===== config.mk =====
export PLATFORM = sky130hd
export DESIGN_NAME = ccc_initiator
export DESIGN_NICKNAME = d
export VERILOG_FILES = /design/src/rtl/ccc_initiator.sv
export SDC_FILE = /design/constraint.sdc
export NUM_CORES = 1
export LEC_CHECK = 0
export CAP_MARGIN = 20
export CORE_ASPECT_RATIO = 0.5
export CORE_MARGIN = 8
export CORE_UTILIZATION = 39
export CTS_CLUSTER_DIAMETER = 80
export DETAILED_ROUTE_END_ITERATION = 10
export GPL_ROUTABILITY_DRIVEN = 0
export HOLD_SLACK_MARGIN = 0.12
export PLACE_DENSITY = 0.68
export SLEW_MARGIN = 20
export SYNTH_ARGS = -nofsm -noshare
export SYNTH_HDL_FRONTEND = slang
export SYNTH_SLANG_ARGS = --single-unit

===== constraint.sdc =====
create_clock -name clk_i -period 3.13 [get_ports clk_i]
set_input_delay 0.7825 -clock clk_i [delete_from_list [all_inputs] [get_ports clk_i]]
set_output_delay 0.7825 -clock clk_i [all_outputs]
set_load 0.03 [all_outputs]

===== src/rtl/ccc_initiator.sv =====
// ccc_initiator: controller-side CCC sequencer.
// Breaks one broadcast or direct CCC request into byte-level bus operations
// for the I3C bit engine. At most one engine op is outstanding at any time.
module ccc_initiator #(
    parameter int LenW = 4
) (
    input  logic            clk_i,
    input  logic            rst_ni,
    input  logic            ccc_valid_i,
    output logic            ccc_ready_o,
    input  logic [7:0]      ccc_code_i,
    input  logic [7:0]      def_byte_i,
    input  logic            def_byte_en_i,
    input  logic [6:0]      tgt_addr_i,
    input  logic            tgt_rnw_i,
    input  logic [LenW-1:0] len_i,
    input  logic [7:0]      wdata_i,
    input  logic            wdata_valid_i,
    output logic            wdata_ready_o,
    output logic [7:0]      rdata_o,
    output logic            rdata_valid_o,
    output logic [2:0]      op_o,
    output logic [7:0]      op_byte_o,
    output logic            op_last_o,
    output logic            op_valid_o,
    input  logic            op_ready_i,
    input  logic            op_done_i,
    input  logic            op_nack_i,
    input  logic [7:0]      op_rdata_i,
    input  logic            op_eot_i,
    output logic            done_o,
    output logic [1:0]      status_o,
    output logic [LenW-1:0] xfer_cnt_o,
    output logic            hdr_entered_o
);

    typedef enum logic [3:0] {
        S_IDLE  = 4'd0,
        S_START = 4'd1,
        S_BADDR = 4'd2,
        S_CODE  = 4'd3,
        S_DEFB  = 4'd4,
        S_BDATA = 4'd5,
        S_SR    = 4'd6,
        S_TADDR = 4'd7,
        S_DWR   = 4'd8,
        S_DRD   = 4'd9,
        S_STOP  = 4'd10,
        S_DONE  = 4'd11
    } state_e;

    localparam logic [2:0] OP_START  = 3'd0;
    localparam logic [2:0] OP_SR     = 3'd1;
    localparam logic [2:0] OP_ADDR   = 3'd2;
    localparam logic [2:0] OP_WRBYTE = 3'd3;
    localparam logic [2:0] OP_RDBYTE = 3'd4;
    localparam logic [2:0] OP_STOP   = 3'd5;

    localparam logic [1:0] ST_OK       = 2'd0;
    localparam logic [1:0] ST_BC_NACK  = 2'd1;
    localparam logic [1:0] ST_TGT_NACK = 2'd2;
    localparam logic [1:0] ST_EARLY    = 2'd3;

    localparam logic [7:0] BCAST_WR  = 8'hFC;  // 0x7E with W
    localparam logic [7:0] CC_ENTHDR0 = 8'h20;
    localparam logic [LenW-1:0] CNT_ONE  = {{(LenW-1){1'b0}}, 1'b1};
    localparam logic [LenW-1:0] CNT_ZERO = {LenW{1'b0}};

    state_e          state_q, state_d;
    logic            wait_q, wait_d;          // op accepted, awaiting op_done_i
    logic [7:0]      code_q, code_d;
    logic [7:0]      defb_q, defb_d;
    logic            defb_en_q, defb_en_d;
    logic [6:0]      addr_q, addr_d;
    logic            rnw_q, rnw_d;
    logic [LenW-1:0] len_q, len_d;
    logic [LenW-1:0] cnt_q, cnt_d;
    logic [1:0]      status_q, status_d;
    logic            hdr_q, hdr_d;
    logic            op_valid_q, op_valid_d;
    logic [2:0]      op_q, op_d;
    logic [7:0]      op_byte_q, op_byte_d;
    logic            op_last_q, op_last_d;
    logic [7:0]      rdata_q, rdata_d;
    logic            rdata_valid_q, rdata_valid_d;
    logic            done_q, done_d;
    logic            ready_q, ready_d;

    state_e          next_phase_s;
    logic [LenW-1:0] cnt_inc_s;
    logic            start_op_s;
    logic            data_state_s;

    // Phase that follows the command code / defining byte.
    always_comb begin
        if (code_q[7]) begin
            next_phase_s = S_SR;
        end else if (len_q != CNT_ZERO) begin
            next_phase_s = S_BDATA;
        end else begin
            next_phase_s = S_STOP;
        end
    end

    assign cnt_inc_s    = cnt_q + CNT_ONE;
    assign data_state_s = (state_q == S_BDATA) || (state_q == S_DWR);

    // Next-state, counter, status and op-issue logic.
    always_comb begin
        state_d       = state_q;
        wait_d        = wait_q;
        code_d        = code_q;
        defb_d        = defb_q;
        defb_en_d     = defb_en_q;
        addr_d        = addr_q;
        rnw_d         = rnw_q;
        len_d         = len_q;
        cnt_d         = cnt_q;
        status_d      = status_q;
        hdr_d         = hdr_q;
        op_valid_d    = op_valid_q;
        op_d          = op_q;
        op_byte_d     = op_byte_q;
        op_last_d     = op_last_q;
        rdata_d       = rdata_q;
        rdata_valid_d = 1'b0;
        start_op_s    = 1'b0;

        case (state_q)
            S_IDLE: begin
                if (ccc_valid_i) begin
                    code_d     = ccc_code_i;
                    defb_d     = def_byte_i;
                    defb_en_d  = def_byte_en_i;
                    addr_d     = tgt_addr_i;
                    rnw_d      = tgt_rnw_i;
                    len_d      = len_i;
                    cnt_d      = CNT_ZERO;
                    status_d   = ST_OK;
                    wait_d     = 1'b0;
                    state_d    = S_START;
                    start_op_s = 1'b1;
                end else begin
                    state_d = S_IDLE;
                end
            end
            S_DONE: begin
                state_d = S_IDLE;
            end
            default: begin
                if (op_valid_q) begin
                    // op_done_i in the handshake cycle is ignored
                    if (op_ready_i) begin
                        op_valid_d = 1'b0;
                        wait_d     = 1'b1;
                    end else begin
                        op_valid_d = 1'b1;
                    end
                end else if (wait_q) begin
                    if (op_done_i) begin
                        wait_d     = 1'b0;
                        start_op_s = 1'b1;
                        case (state_q)
                            S_START: state_d = S_BADDR;
                            S_BADDR: begin
                                if (op_nack_i) begin
                                    status_d = ST_BC_NACK;
                                    state_d  = S_STOP;
                                end else begin
                                    state_d = S_CODE;
                                end
                            end
                            S_CODE: begin
                                if (code_q == CC_ENTHDR0) begin
                                    hdr_d   = 1'b1;
                                    state_d = S_DONE;
                                end else if (defb_en_q) begin
                                    state_d = S_DEFB;
                                end else begin
                                    state_d = next_phase_s;
                                end
                            end
                            S_DEFB: state_d = next_phase_s;
                            S_SR:   state_d = S_TADDR;
                            S_TADDR: begin
                                if (op_nack_i) begin
                                    status_d = ST_TGT_NACK;
                                    state_d  = S_STOP;
                                end else if (len_q == CNT_ZERO) begin
                                    state_d = S_STOP;
                                end else if (rnw_q) begin
                                    state_d = S_DRD;
                                end else begin
                                    state_d = S_DWR;
                                end
                            end
                            S_BDATA, S_DWR: begin
                                cnt_d = cnt_inc_s;
                                if (cnt_inc_s == len_q) begin
                                    state_d = S_STOP;
                                end else begin
                                    state_d = state_q;
                                end
                            end
                            S_DRD: begin
                                cnt_d         = cnt_inc_s;
                                rdata_d       = op_rdata_i;
                                rdata_valid_d = 1'b1;
                                if (op_eot_i && (cnt_inc_s < len_q)) begin
                                    status_d = ST_EARLY;
                                    state_d  = S_STOP;
                                end else if (cnt_inc_s == len_q) begin
                                    state_d = S_STOP;
                                end else begin
                                    state_d = S_DRD;
                                end
                            end
                            S_STOP:  state_d = S_DONE;
                            default: state_d = S_IDLE;
                        endcase
                    end else begin
                        wait_d = 1'b1;
                    end
                end else begin
                    // not yet issued: data phases wait here for write data
                    start_op_s = 1'b1;
                end
            end
        endcase

        if (start_op_s) begin
            case (state_d)
                S_START: begin
                    op_valid_d = 1'b1;
                    op_d       = OP_START;
                    op_byte_d  = 8'h00;
                    op_last_d  = 1'b0;
                end
                S_BADDR: begin
                    op_valid_d = 1'b1;
                    op_d       = OP_ADDR;
                    op_byte_d  = BCAST_WR;
                    op_last_d  = 1'b0;
                end
                S_CODE: begin
                    op_valid_d = 1'b1;
                    op_d       = OP_WRBYTE;
                    op_byte_d  = code_q;
                    op_last_d  = 1'b0;
                end
                S_DEFB: begin
                    op_valid_d = 1'b1;
                    op_d       = OP_WRBYTE;
                    op_byte_d  = defb_q;
                    op_last_d  = 1'b0;
                end
                S_BDATA, S_DWR: begin
                    op_valid_d = wdata_valid_i;
                    op_d       = OP_WRBYTE;
                    op_byte_d  = wdata_i;
                    op_last_d  = 1'b0;
                end
                S_SR: begin
                    op_valid_d = 1'b1;
                    op_d       = OP_SR;
                    op_byte_d  = 8'h00;
                    op_last_d  = 1'b0;
                end
                S_TADDR: begin
                    op_valid_d = 1'b1;
                    op_d       = OP_ADDR;
                    op_byte_d  = {addr_q, rnw_q};
                    op_last_d  = 1'b0;
                end
                S_DRD: begin
                    op_valid_d = 1'b1;
                    op_d       = OP_RDBYTE;
                    op_byte_d  = 8'h00;
                    op_last_d  = (cnt_d == (len_q - CNT_ONE));
                end
                S_STOP: begin
                    op_valid_d = 1'b1;
                    op_d       = OP_STOP;
                    op_byte_d  = 8'h00;
                    op_last_d  = 1'b0;
                end
                default: begin
                    op_valid_d = 1'b0;
                end
            endcase
        end else begin
            start_op_s = 1'b0;
        end

        done_d  = (state_d == S_DONE);
        ready_d = (state_d == S_IDLE);
    end

    // State and output registers.
    always_ff @(posedge clk_i or negedge rst_ni) begin
        if (!rst_ni) begin
            state_q       <= S_IDLE;
            wait_q        <= 1'b0;
            code_q        <= 8'h00;
            defb_q        <= 8'h00;
            defb_en_q     <= 1'b0;
            addr_q        <= 7'h00;
            rnw_q         <= 1'b0;
            len_q         <= CNT_ZERO;
            cnt_q         <= CNT_ZERO;
            status_q      <= ST_OK;
            hdr_q         <= 1'b0;
            op_valid_q    <= 1'b0;
            op_q          <= OP_START;
            op_byte_q     <= 8'h00;
            op_last_q     <= 1'b0;
            rdata_q       <= 8'h00;
            rdata_valid_q <= 1'b0;
            done_q        <= 1'b0;
            ready_q       <= 1'b1;
        end else begin
            state_q       <= state_d;
            wait_q        <= wait_d;
            code_q        <= code_d;
            defb_q        <= defb_d;
            defb_en_q     <= defb_en_d;
            addr_q        <= addr_d;
            rnw_q         <= rnw_d;
            len_q         <= len_d;
            cnt_q         <= cnt_d;
            status_q      <= status_d;
            hdr_q         <= hdr_d;
            op_valid_q    <= op_valid_d;
            op_q          <= op_d;
            op_byte_q     <= op_byte_d;
            op_last_q     <= op_last_d;
            rdata_q       <= rdata_d;
            rdata_valid_q <= rdata_valid_d;
            done_q        <= done_d;
            ready_q       <= ready_d;
        end
    end

    assign ccc_ready_o   = ready_q;
    assign wdata_ready_o = op_valid_q & op_ready_i & data_state_s;
    assign rdata_o       = rdata_q;
    assign rdata_valid_o = rdata_valid_q;
    assign op_o          = op_q;
    assign op_byte_o     = op_byte_q;
    assign op_last_o     = op_last_q;
    assign op_valid_o    = op_valid_q;
    assign done_o        = done_q;
    assign status_o      = status_q;
    assign xfer_cnt_o    = cnt_q;
    assign hdr_entered_o = hdr_q;

endmodule

==> results of run 1 <==
## power by group
group | switching (mW) | internal [mW] | leakage, nW
Combinational | 1.42 | 1.40 | 1.51
Clock | 0.378 | 0.657 | 0.148
Sequential | 0.262 | 1.16 | 0.790
## kinds of logic (layout without fill, tap and decap cells)
| group | after synthesis | in the layout | synth area share (%) |
|---|---|---|---|
| and+or+nand+nor | 128 | 128 | 17.4 |
| DFF | 65 | 65 | 43.3 |
| AOI/OAI and AO/OA | 108 | 108 | 21.8 |
| buffers and inverters | 35 | 188 | 4.49 |
| muxes | 32 | 32 | 9.42 |
| xor gates and xnor gates | 7 | 7 | 1.63 |
| adders and majority gates | 6 | 6 | 2.00 |
## layer usage
metal	track usage [%]	part of all wire [%]
met1	22.7	45
met2	29.5	48
met3	3.75	5.0
met4	6.00	2.0
met5	0	0
## critical path, cell delays in order (launching register included)
cell	delay, ns
sky130_fd_sc_hd__dfrtp_2	0.44
sky130_fd_sc_hd__ha_4	0.18
sky130_fd_sc_hd__xor2_2	0.14
sky130_fd_sc_hd__ha_1	0.31
sky130_fd_sc_hd__nand4_1	0.15
sky130_fd_sc_hd__a211o_1	0.32
sky130_fd_sc_hd__a311oi_2	0.23
sky130_fd_sc_hd__o22ai_2	0.17
sky130_fd_sc_hd__and2_4	0.21
sky130_fd_sc_hd__o22a_4	0.28
sky130_fd_sc_hd__a22o_1	0.24
sky130_fd_sc_hd__o32a_1	0.34
## per-stage QoR
step	total power, mW	hold slack [ns]	utilization [%]	setup WS [ns]
after floorplan	2.99	0.481	-	0.0174
after global placement	3.88	0.459	54.8	-0.170
after detailed placement	3.93	0.461	54.8	-0.232
after CTS	5.03	0.475	58.5	-0.00627
after global routing	5.58	0.502	60.7	-0.111
final	5.27	0.471	60.7	-0.00327
## placed cells by master, fill, tap and decap left out, types with 3 or more instances in the layout
master,count
sky130_fd_sc_hd__buf_4,68
sky130_fd_sc_hd__dfrtp_2,3
sky130_fd_sc_hd__mux2_2,26
sky130_fd_sc_hd__nor3_1,8
sky130_fd_sc_hd__a22o_1,9
sky130_fd_sc_hd__clkbuf_16,9
sky130_fd_sc_hd__nand2_1,47
sky130_fd_sc_hd__nor3_2,5
sky130_fd_sc_hd__o21ai_0,16
sky130_fd_sc_hd__buf_12,3
sky130_fd_sc_hd__a22oi_1,10
sky130_fd_sc_hd__a21o_1,3
sky130_fd_sc_hd__mux2i_1,5
sky130_fd_sc_hd__a21oi_1,17
sky130_fd_sc_hd__nor2b_1,5
sky130_fd_sc_hd__nor2_1,24
sky130_fd_sc_hd__nor3b_1,3
sky130_fd_sc_hd__o21ai_1,3
sky130_fd_sc_hd__nand2b_1,5
sky130_fd_sc_hd__xnor2_1,3
sky130_fd_sc_hd__dfrtp_1,61
sky130_fd_sc_hd__clkdlybuf4s50_1,82
sky130_fd_sc_hd__nand3_1,3
sky130_fd_sc_hd__inv_2,3
sky130_fd_sc_hd__o22ai_1,4
sky130_fd_sc_hd__ha_1,4
sky130_fd_sc_hd__inv_1,11
sky130_fd_sc_hd__buf_6,4
sky130_fd_sc_hd__a31oi_1,7
sky130_fd_sc_hd__xor2_1,3
sky130_fd_sc_hd__o32a_1,6
## layout make-up
class | instances | area, um^2
Fill cell | 776 | 3700
Inverter | 15 | 56.3
Clock buffer | 11 | 253
Clock inverter | 4 | 51.3
Multi-Input combinational cell | 281 | 2110
Tap cell | 135 | 169
Timing Repair Buffer | 158 | 1440
Sequential cell | 65 | 1630
## final timing paths
check | end | depth (start not counted)
max | op_byte_o[2] | 11
min | rdata_o[1] | 2
max reg2reg | op_byte_o[2] | 11
min reg2reg | rdata_o[1] | 2
max in group asynchronous | ccc_ready_o | 2
min in group asynchronous | rdata_o[6] | 1
## flip-flops by register name, summed over array words and instances, names as in the netlist, 2 cells and up
| name | cells |
|---|---|
| code_q | 8 |
| defb_q | 8 |
| op_byte_o | 8 |
| rdata_o | 8 |
| addr_q | 7 |
| len_q | 4 |
| state_q | 4 |
| xfer_cnt_o | 4 |
| op_o | 3 |
| status_o | 2 |
## timing repair
action | in CTS | in global routing
gates cloned | 0 | 1
pin swaps | 6 | 18
buffers inserted | 1 | 9
gates resized for setup | 7 | 29
endpoints found under the setup margin | 11 | 13
==> metrics.md, run 1 <==
| Metric | Value |
|---|---|
| Outcome | `finished with violations` |
| Violations in the final reports | `negative setup slack` |
| Area share of the leading cell type in the synthesized netlist | `a little over two fifths` |
| DIE HEIGHT | `between 80 and 90 um` |
| Skew-Pair Late Insertion Delay | `approximately 0.33 ns` |
| Hold/Removal Path Class | `reg2reg` |
| Number of instances in the synthesized netlist | `381` |
| Synthesized net count | `440` |
| Arrival time reported for the critical path endpoint | `3.34 ns` |
| Portion of the clock cycle consumed by the worst path in the final layout | `100%` |
| Worst IR Drop VDD | `440 uV` |
| Number of flops mapped to enable cells by yosys | `0` |
| Post-synth cell types | `65` |
| Sinks on the clock net | `between 60 and 70` |
| Initial cell density of the core | `39.9%` |
| Cell types occupying the most area after synthesis | `sky130_fd_sc_hd__dfrtp_1 43%, sky130_fd_sc_hd__mux2_2 8.1%, sky130_fd_sc_hd__nand2_1 4.8%` |
| Buffer levels on the longest clock path | `2` |
| Launch point of the worst path | `xfer_cnt_o[0]` |
| Antenna viol nets, final | `0` |
| YS warnings | `0` |
| Diodes inserted | `0` |
| Final min period | `between 3 and 4 ns` |
| WL final | `11900 um` |
| Post-DP HPWL | `8530 um` |
| Combined area of all synthesized cells | `3760 um^2` |
| Leading cell types by count after synthesis | `64 x sky130_fd_sc_hd__dfrtp_1, 48 x sky130_fd_sc_hd__nand2_1, 27 x sky130_fd_sc_hd__mux2_2` |
| Total congestion overflow after global routing | `0` |
| Number of global-route vias before repair | `3652` |
| Final TNS setup | `-0.00327 ns` |
| Maximum number of pins on one net before global-route repair | `39` |
| Post-CTS Hold Buffers | `0` |
| Global routing usage summed across all routing layers | `17.8%` |
| Share of flip-flops with an asynchronous set or reset after synthesis | `100%` |
| Leakage power | `2.44 nW` |
| Average cell area after synthesis | `9.87 um^2` |
| Total power density per cell area | `923 nW/um^2` |
| Biggest area consumer among synthesized cells | `sky130_fd_sc_hd__dfrtp_1` |
| Count of placed standard cells including taps | `643` |
| CP Launch Type | `flip-flop` |
| Number of I/O pins | `85` |
| Worst-case clock skew | `0.00576 ns` |
| Number of endpoints with negative hold slack in the final report | `0` |
| Total non-filler cell area in the finished layout | `5720 um^2` |
| Average wire length per cell after detail routing | `~18 um` |
| Global-route wire length before repair | `18700 um` |
| Layout Area Growth over Synthesis | `52.0%` |
| Count of H-tree levels built during CTS | `3` |
| Die area | `13200 um^2` |
| Type of the worst setup path | `reg2reg` |
| Kind of end point of the critical path | `flip-flop` |
| DRT Pass-1 Iters | `5` |
| Remaining max-slew budget at the tightest pin | `55.6%` |
| Top flip-flop cell by instance count after synthesis | `sky130_fd_sc_hd__dfrtp_1` |
| Core Rows | `25` |
| Total vias in the final route | `3567` |
| Clock slew seen by the registers of the worst setup and hold paths | `roughly 0.06 ns` |
| Slew at the pin closest to its max-slew limit | `0.665 ns` |
| Max-cap violations | `0` |
| Count of nets after finishing | `slightly below 600` |
| Max Transition Viols Final | `0` |
| Chip Width | `between 150 and 200 um` |
| R2R setup slack | `-0.003 ns` |
| TritonCTS clock tree | `done` |
| Setup repair after global routing missed its margin | `true` |
| Synth Register Bits | `65` |
| Origin of the critical flop-to-flop path | `xfer_cnt_o[0]` |
| Max frequency | `319 MHz` |
| Core area | `9420 um^2` |
| Portion of the post-synthesis area used by sequential elements | `43.3%` |
| Count of input and output buffers | `84` |
| Required time at the worst-slack endpoint | `roughly 3.3 ns` |
| Non-filler instance count after layout | `approximately 670` |
| Initial antenna violation count | `0` |
| Worst-path maximum fanout | `7` |
| Critical hold path startpoint | `rdata_o[1]` |
| Final setup slack of the worst path | `-0.00327 ns` |
| Most instantiated library cell after synthesis | `sky130_fd_sc_hd__dfrtp_1` |
| DP Area | `5160 um^2` |
| Number of design-rule violations left by the first detailed-router iteration | `approximately 190` |
| Number of buffers created by CTS | `9` |
| Layout cell share with drive strength beyond 1 | `30.0%` |
| Average via count per standard cell | `5.33` |
| CTS Root Cell | `sky130_fd_sc_hd__clkbuf_16` |
| Number of DRC violations after detailed routing | `0` |
| Final setup fails | `1` |
Power figures use the tool's default switching activity.
==> inputs of run 2 (changes only) <==
--- a/config.mk
+++ b/config.mk
@@ -7,7 +7,6 @@
 export LEC_CHECK = 0
 export CAP_MARGIN = 20
 export CORE_ASPECT_RATIO = 0.5
-export CORE_MARGIN = 8
 export CORE_UTILIZATION = 39
 export CTS_CLUSTER_DIAMETER = 80
 export DETAILED_ROUTE_END_ITERATION = 10
==> run 2 against run 1 <==
Sequential power about the same. Largest power group unchanged. Largest cell class unchanged. Via count decreased by 0.34%. Non-clock buffer count decreased by 3. Total power decreased by 2.1%. Global-route usage increased by 5.2 points. The flow still finishes with violations (negative setup slack).
==> metrics.md, run 2 (synthesized netlist as in run 1, its figures left out) <==
| Metric | Value |
|---|---|
| Kind of end point of the critical path | `flip-flop (unchanged)` |
| Worst IR Drop VDD | `387 uV (was 440 uV)` |
| Total congestion overflow after global routing | `0 (unchanged)` |
| List of cells traversed by the critical path | `ha_4 > xor2_1 > ha_1 > buf_4 > o211ai_1 > buf_4 > a31oi_1 > or3_4 > and2_4 > o22a_4 > a22o_1 > o32a_1 (was ha_4 > xor2_2 > ha_1 > nand4_1 > a211o_1 > a311oi_2 > o22ai_2 > and2_4 > o22a_4 > a22o_1 > o32a_1)` |
| Seq. cell area | `1630 um^2 (unchanged)` |
| Required time at the worst-slack endpoint | `3.34 ns (about the same)` |
| DIE HEIGHT | `71.4 um (was 85.4 um)` |
| Max-cap violations | `0 (unchanged)` |
| DRT Pass-1 Iters | `4 (was 5)` |
| Average wire length per cell after detail routing | `16.6 um (was 17.7 um)` |
| Number of I/O pins | `85 (unchanged)` |
| Final setup fails | `1 (unchanged)` |
| Final setup slack of the worst path | `-0.0167 ns (was -0.00327 ns)` |
| Maximum number of pins on one net before global-route repair | `66 (was 39)` |
| Layout cell share with drive strength beyond 1 | `29.6% (was 30.0%)` |
| Most used cell along the critical path | `sky130_fd_sc_hd__buf_4` |
| Initial antenna violation count | `0 (unchanged)` |
| Average via count per standard cell | `5.38 (was 5.33)` |
| Final TNS setup | `-0.0167 ns (was -0.00327 ns)` |
| Skew-Pair Late Insertion Delay | `0.33 ns (about the same)` |
| Global-route wire length before repair | `17800 um (was 18700 um)` |
| Slowest cell on the critical path | `sky130_fd_sc_hd__or3_4 (was sky130_fd_sc_hd__dfrtp_2)` |
| Diodes inserted | `0 (unchanged)` |
| Clock slew seen by the registers of the worst setup and hold paths | `0.06 ns (about the same)` |
| Portion of the clock cycle consumed by the worst path in the final layout | `101% (was 100%)` |
| Post-DP HPWL | `7740 um (was 8530 um)` |
| Number of global-route vias before repair | `3490 (was 3652)` |
| Chip Width | `141 um (was 155 um)` |
| CP Launch Type | `flip-flop (unchanged)` |
| Final core area utilization | `62.6% (was 60.7%)` |
| Most frequent standard cell in the layout excluding fill and tap cells | `sky130_fd_sc_hd__clkdlybuf4s50_1 (unchanged)` |
| Arrival time reported for the critical path endpoint | `3.36 ns (was 3.34 ns)` |
| Slew at the pin closest to its max-slew limit | `0.829 ns (was 0.665 ns)` |
| Layout Area Growth over Synthesis | `50.4% (was 52.0%)` |
| Stage delay of the slowest cell on the critical path | `0.46 ns (was 0.44 ns)` |
| Post-CTS Hold Buffers | `0 (unchanged)` |
| Top library cells by usage in the layout, fill and taps aside | `81 x sky130_fd_sc_hd__clkdlybuf4s50_1, 69 x sky130_fd_sc_hd__buf_4, 61 x sky130_fd_sc_hd__dfrtp_1 (was 82 x sky130_fd_sc_hd__clkdlybuf4s50_1, 68 x sky130_fd_sc_hd__buf_4, 61 x sky130_fd_sc_hd__dfrtp_1)` |
| Setup repair after global routing missed its margin | `true (unchanged)` |
| Global routing usage summed across all routing layers | `23.0% (was 17.8%)` |
| Sinks on the clock net | `65 (unchanged)` |
| Type of the worst setup path | `reg2reg (unchanged)` |
| Buffer levels on the longest clock path | `2 (unchanged)` |
| Outcome | `finished with violations (unchanged)` |
| Total power density per cell area | `913 nW/um^2 (was 923 nW/um^2)` |
| Number of buffers created by CTS | `9 (unchanged)` |
| Number of endpoints with negative hold slack in the final report | `0 (unchanged)` |
| Fill cell total of the finished layout | `755 (was 776)` |
| Initial cell density of the core | `41.6% (was 39.9%)` |
| Hold/Removal Path Class | `reg2reg (unchanged)` |
| Leakage power | `2.42 nW (was 2.44 nW)` |
| DP Area | `5140 um^2 (was 5160 um^2)` |
| Max Transition Viols Final | `0 (unchanged)` |
| Remaining max-slew budget at the tightest pin | `44.7% (was 55.6%)` |
| Count of H-tree levels built during CTS | `3 (unchanged)` |
| Number of design-rule violations left by the first detailed-router iteration | `358 (was 187)` |
| Violations in the final reports | `negative setup slack (unchanged)` |
| Total non-filler cell area in the finished layout | `5660 um^2 (was 5720 um^2)` |
| Area occupied by multi-input gates | `2130 um^2 (was 2110 um^2)` |
| Worst-case clock skew | `0.00618 ns (was 0.00576 ns)` |
| Die area | `10100 um^2 (was 13200 um^2)` |
| Max frequency | `318 MHz (was 319 MHz)` |
| TritonCTS clock tree | `done (unchanged)` |
| Count of input and output buffers | `84 (unchanged)` |
| Worst-path maximum fanout | `8 (was 7)` |
| CTS Root Cell | `sky130_fd_sc_hd__clkbuf_16 (unchanged)` |
| Antenna viol nets, final | `0 (unchanged)` |
| Core Rows | `24 (was 25)` |
| Total vias in the final route | `3555 (was 3567)` |
| Number of DRC violations after detailed routing | `0 (unchanged)` |
| WL final | `11000 um (was 11900 um)` |
| Final min period | `3.15 ns (was 3.13 ns)` |
| Core area | `9040 um^2 (was 9420 um^2)` |
| R2R setup slack | `-0.02 ns (was -0.003 ns)` |
| Count of nets after finishing | `586 (was 589)` |
-- run 2: stage by stage --
| step | std cells | hold WS [ns] | power [mW] | setup WS (ns) |
|---|---|---|---|---|
| after floorplan | 381 | 0.481 | 2.99 | 0.0174 |
| after CTS | 653 | 0.474 | 4.98 | 0.0205 |
| after detailed placement | 637 | 0.461 | 3.94 | -0.240 |
| after global placement | 637 | 0.458 | 3.88 | -0.201 |
| after global routing | 661 | 0.497 | 5.48 | -0.115 |
| final | 661 | 0.471 | 5.16 | -0.0167 |
-- run 2: final cells by class --
cell class | count | area share [%]
clock inverters | 3 | 0.442
flip-flops and latches | 65 | 28.8
well taps | 130 | 2.88
repair buffers | 155 | 24.7
inverters | 15 | 0.996
clock buffers | 12 | 4.54
multi-input cells | 281 | 37.6
-- run 2: worst max-delay path, delay by kind of cell (launching register included) --
| kind | cells | cell delay [ns] |
|---|---|---|
| buf+inv | 2 | 0.31 |
| fa+ha+maj | 2 | 0.46 |
| xor+xnor | 1 | 0.14 |
| compound gates | 5 | 1.01 |
| simple gates | 2 | 0.66 |
| flops | 1 | 0.44 |
-- run 2: path summary, 6_finish.rpt --
check,from,end,depth (start not counted)
hold / removal,rdata_o[1],rdata_o[1],2
setup reg to reg,xfer_cnt_o[0],op_byte_o[3],12
hold reg to reg,rdata_o[1],rdata_o[1],2
setup / recovery,xfer_cnt_o[0],op_byte_o[3],12
max in group asynchronous,rst_ni,xfer_cnt_o[2],2
min in group asynchronous,rst_ni,rdata_o[0],2
-- run 2: power breakdown --
part / total, mW / leakage [nW] / internal, mW / switching [mW]
logic: 2.79 / 1.50 / 1.40 / 1.39
clock network: 0.952 / 0.135 / 0.579 / 0.373
registers: 1.42 / 0.790 / 1.16 / 0.260
total: 5.16 / 2.42 / 3.13 / 2.03
-- run 2: layer usage --
| layer | part of all wire (%) | track usage, % | wire, um |
|---|---|---|---|
| met2 | 46 | 36.6 | 5010 |
| met1 | 48 | 31.6 | 5260 |
| met4 | 1.4 | 7.00 | 155 |
| met5 | 0 | 0 | 0 |
| met3 | 4.9 | 5.01 | 532 |
-- run 2: timing repair --
item                       in CTS  in global routing
pin swaps                       8                  6
setup endpoints to repair       8                 12
buffers inserted                1                  8
gates cloned                    0                  0
resized for setup              10                 21
==> inputs of run 3 (changes only) <==
--- a/config.mk
+++ b/config.mk
@@ -5,15 +5,14 @@
 export SDC_FILE = /design/constraint.sdc
 export NUM_CORES = 1
 export LEC_CHECK = 0
-export CAP_MARGIN = 20
 export CORE_ASPECT_RATIO = 0.5
 export CORE_UTILIZATION = 39
+export CTS_BUF_LIST = sky130_fd_sc_hd__clkbuf_16
 export CTS_CLUSTER_DIAMETER = 80
 export DETAILED_ROUTE_END_ITERATION = 10
 export GPL_ROUTABILITY_DRIVEN = 0
 export HOLD_SLACK_MARGIN = 0.12
 export PLACE_DENSITY = 0.68
-export SLEW_MARGIN = 20
 export SYNTH_ARGS = -nofsm -noshare
 export SYNTH_HDL_FRONTEND = slang
 export SYNTH_SLANG_ARGS = --single-unit
==> run 3 against run 2 <==
The run still ends with negative setup slack left. Count of clock-buffer cells in the layout decreased by 3. Combinational power about the same. Routed wire length decreased by 0.99%. Largest power group unchanged. Flip-flop and latch count unchanged. Global-route usage about the same.
==> metrics.md, run 3 (synthesized netlist as in run 1, its figures left out) <==
| Metric | Value |
|---|---|
| Stage delay of the slowest cell on the critical path | `0.45 ns (was 0.46 ns)` |
| Post-DP HPWL | `7740 um (unchanged)` |
| Count of input and output buffers | `84 (unchanged)` |
| List of cells traversed by the critical path | `ha_4 > xor2_2 > ha_1 > nand4_1 > a211o_1 > a311oi_2 > o22ai_2 > and2_4 > o22a_4 > a22o_1 > o32a_1 (was ha_4 > xor2_1 > ha_1 > buf_4 > o211ai_1 > buf_4 > a31oi_1 > or3_4 > and2_4 > o22a_4 > a22o_1 > o32a_1)` |
| Layout Area Growth over Synthesis | `50.0% (was 50.4%)` |
| DIE HEIGHT | `71.4 um (unchanged)` |
| CTS Root Cell | `sky130_fd_sc_hd__clkbuf_16 (unchanged)` |
| Max frequency | `315 MHz (was 318 MHz)` |
| Core area | `9040 um^2 (unchanged)` |
| Type of the worst setup path | `reg2reg (unchanged)` |
| Average via count per standard cell | `5.39 (was 5.38)` |
| Max-cap violations | `0 (unchanged)` |
| Hold Worst Slack | `0.471 ns (about the same)` |
| Slew at the pin closest to its max-slew limit | `0.831 ns (was 0.829 ns)` |
| Worst-case setup slack after placement | `-0.240 ns (unchanged)` |
| WL final | `10800 um (was 11000 um)` |
| Setup repair after global routing missed its margin | `true (unchanged)` |
| Slowest cell on the critical path | `sky130_fd_sc_hd__dfrtp_2 (was sky130_fd_sc_hd__or3_4)` |
| Final setup fails | `6 (was 1)` |
| Total vias in the final route | `3564 (was 3555)` |
| Post-CTS Hold Buffers | `0 (unchanged)` |
| Required time at the worst-slack endpoint | `3.34 ns (about the same)` |
| Final Total Pwr | `5.08 mW (was 5.16 mW)` |
| Antenna viol nets, final | `0 (unchanged)` |
| Fill cell total of the finished layout | `746 (was 755)` |
| Die area | `10100 um^2 (unchanged)` |
| Final setup slack of the worst path | `-0.0400 ns (was -0.0167 ns)` |
| Area occupied by multi-input gates | `2130 um^2 (about the same)` |
| Arrival time reported for the critical path endpoint | `3.38 ns (was 3.36 ns)` |
| Remaining max-slew budget at the tightest pin | `44.6% (was 44.7%)` |
| Global-route wire length before repair | `17700 um (was 17800 um)` |
| Most frequent standard cell in the layout excluding fill and tap cells | `sky130_fd_sc_hd__clkdlybuf4s50_1 (unchanged)` |
| Outcome | `finished with violations (unchanged)` |
| Leakage power | `2.40 nW (was 2.42 nW)` |
| Global routing usage summed across all routing layers | `22.9% (was 23.0%)` |
| Hold/Removal Path Class | `reg2reg (unchanged)` |
| Maximum number of pins on one net before global-route repair | `66 (unchanged)` |
| Total congestion overflow after global routing | `0 (unchanged)` |
| Max Transition Viols Final | `0 (unchanged)` |
| Buffer levels on the longest clock path | `2 (unchanged)` |
| Number of I/O pins | `85 (unchanged)` |
| Number of DRC violations after detailed routing | `0 (unchanged)` |
| Count of nets after finishing | `586 (unchanged)` |
| Number of design-rule violations left by the first detailed-router iteration | `285 (was 358)` |
| Number of global-route vias before repair | `3496 (was 3490)` |
| TritonCTS clock tree | `done (unchanged)` |
| Number of buffers created by CTS | `9 (unchanged)` |
| Average wire length per cell after detail routing | `16.4 um (was 16.6 um)` |
| Clock slew seen by the registers of the worst setup and hold paths | `0.06 ns (about the same)` |
| Initial cell density of the core | `41.6% (unchanged)` |
| DRT Pass-1 Iters | `5 (was 4)` |
| Kind of end point of the critical path | `flip-flop (unchanged)` |
| Number of buffer and inverter stages on the critical path | `0 (was 2)` |
| Kind of cell with the highest combined delay on the critical path | `compound AO/OA/AOI/OAI gates (unchanged)` |
| Initial antenna violation count | `0 (unchanged)` |
| Count of H-tree levels built during CTS | `3 (unchanged)` |
| Layout cell share with drive strength beyond 1 | `29.6% (unchanged)` |
| Chip Width | `141 um (unchanged)` |
| CP Launch Type | `flip-flop (unchanged)` |
| Seq. cell area | `1630 um^2 (unchanged)` |
| Skew-Pair Late Insertion Delay | `0.33 ns (about the same)` |
| Sinks on the clock net | `65 (unchanged)` |
| Worst-path maximum fanout | `8 (unchanged)` |
| Total power density per cell area | `901 nW/um^2 (was 913 nW/um^2)` |
| Top library cells by usage in the layout, fill and taps aside | `82 x sky130_fd_sc_hd__clkdlybuf4s50_1, 68 x sky130_fd_sc_hd__buf_4, 61 x sky130_fd_sc_hd__dfrtp_1 (was 81 x sky130_fd_sc_hd__clkdlybuf4s50_1, 69 x sky130_fd_sc_hd__buf_4, 61 x sky130_fd_sc_hd__dfrtp_1)` |
| Number of endpoints with negative hold slack in the final report | `0 (unchanged)` |
| Violations in the final reports | `negative setup slack (unchanged)` |
| Core Rows | `24 (unchanged)` |
| Worst-case clock skew | `0.00518 ns (was 0.00618 ns)` |
| Final min period | `3.17 ns (was 3.15 ns)` |
| Diodes inserted | `0 (unchanged)` |
| Worst IR Drop VDD | `385 uV (was 387 uV)` |
| Portion of the clock cycle consumed by the worst path in the final layout | `101% (about the same)` |
[run 3: worst register-to-register path: cells and delay by family (launching register included)]
| family | cells | cell delay (ns) |
|---|---|---|
| xor+xnor | 1 | 0.14 |
| compound gates | 6 | 1.56 |
| flops | 1 | 0.45 |
| simple gates | 2 | 0.40 |
| fa+ha+maj | 2 | 0.49 |
[run 3: metal layers]
metal | global-route usage, % | routed length [um] | vias up | share of wire [%]
met5 | 0 | 0 | - | 0
met4 | 6.76 | 140 | 0 | 1.3
met3 | 5.21 | 563 | 13 | 5.2
met2 | 36.3 | 4930 | 116 | 45
met1 | 31.7 | 5210 | 1735 | 48
li1 | - | - | 1700 | -
[run 3: stage by stage]
| stage | area, um^2 | util (%) | instances | TNS, ns |
|---|---|---|---|---|
| finish | 5640 | 62.4 | 661 | -0.120 |
| global route | 5640 | 62.4 | 661 | -0.730 |
| CTS | 5480 | 60.6 | 656 | 0 |
| detailed placement | 5140 | 56.9 | 637 | -2.61 |
| global placement | 5140 | 56.9 | 637 | -2.09 |
| floorplan | 3770 | - | 381 | 0 |
[run 3: final cells by class]
| type | count | share of cell area, % |
|---|---|---|
| multi-input cells | 281 | 37.8 |
| well taps | 130 | 2.88 |
| flip-flops and latches | 65 | 28.9 |
| inverters | 15 | 0.998 |
| clock buffers | 9 | 3.99 |
| clock inverters | 6 | 0.643 |
| repair buffers | 155 | 24.8 |
[run 3: path summary, 6_finish.rpt]
kind	from	cells past startpoint	endpoint	slack [ns]
setup / recovery	xfer_cnt_o[0]	11	op_byte_o[3]	-0.04
hold / removal	rdata_o[1]	2	rdata_o[1]	0.47
setup reg to reg	xfer_cnt_o[0]	11	op_byte_o[3]	-0.04
hold reg to reg	rdata_o[1]	2	rdata_o[1]	0.47
max in group asynchronous	rst_ni	2	xfer_cnt_o[1]	1.90
min in group asynchronous	rst_ni	2	rdata_o[0]	0.62
[run 3: what timing repair did]
| item | CTS | global route |
|---|---|---|
| resized for setup | 7 | 27 |
| buffers inserted | 4 | 7 |
| endpoints found under the setup margin | 8 | 12 |
| pin swaps | 10 | 16 |
[run 3: report_power, final]
group,total [mW],leakage (nW),internal [mW],switching (mW)
combinational,2.76,1.48,1.37,1.38
sequential,1.43,0.790,1.16,0.269
clock,0.899,0.128,0.526,0.373
total,5.08,2.40,3.06,2.03
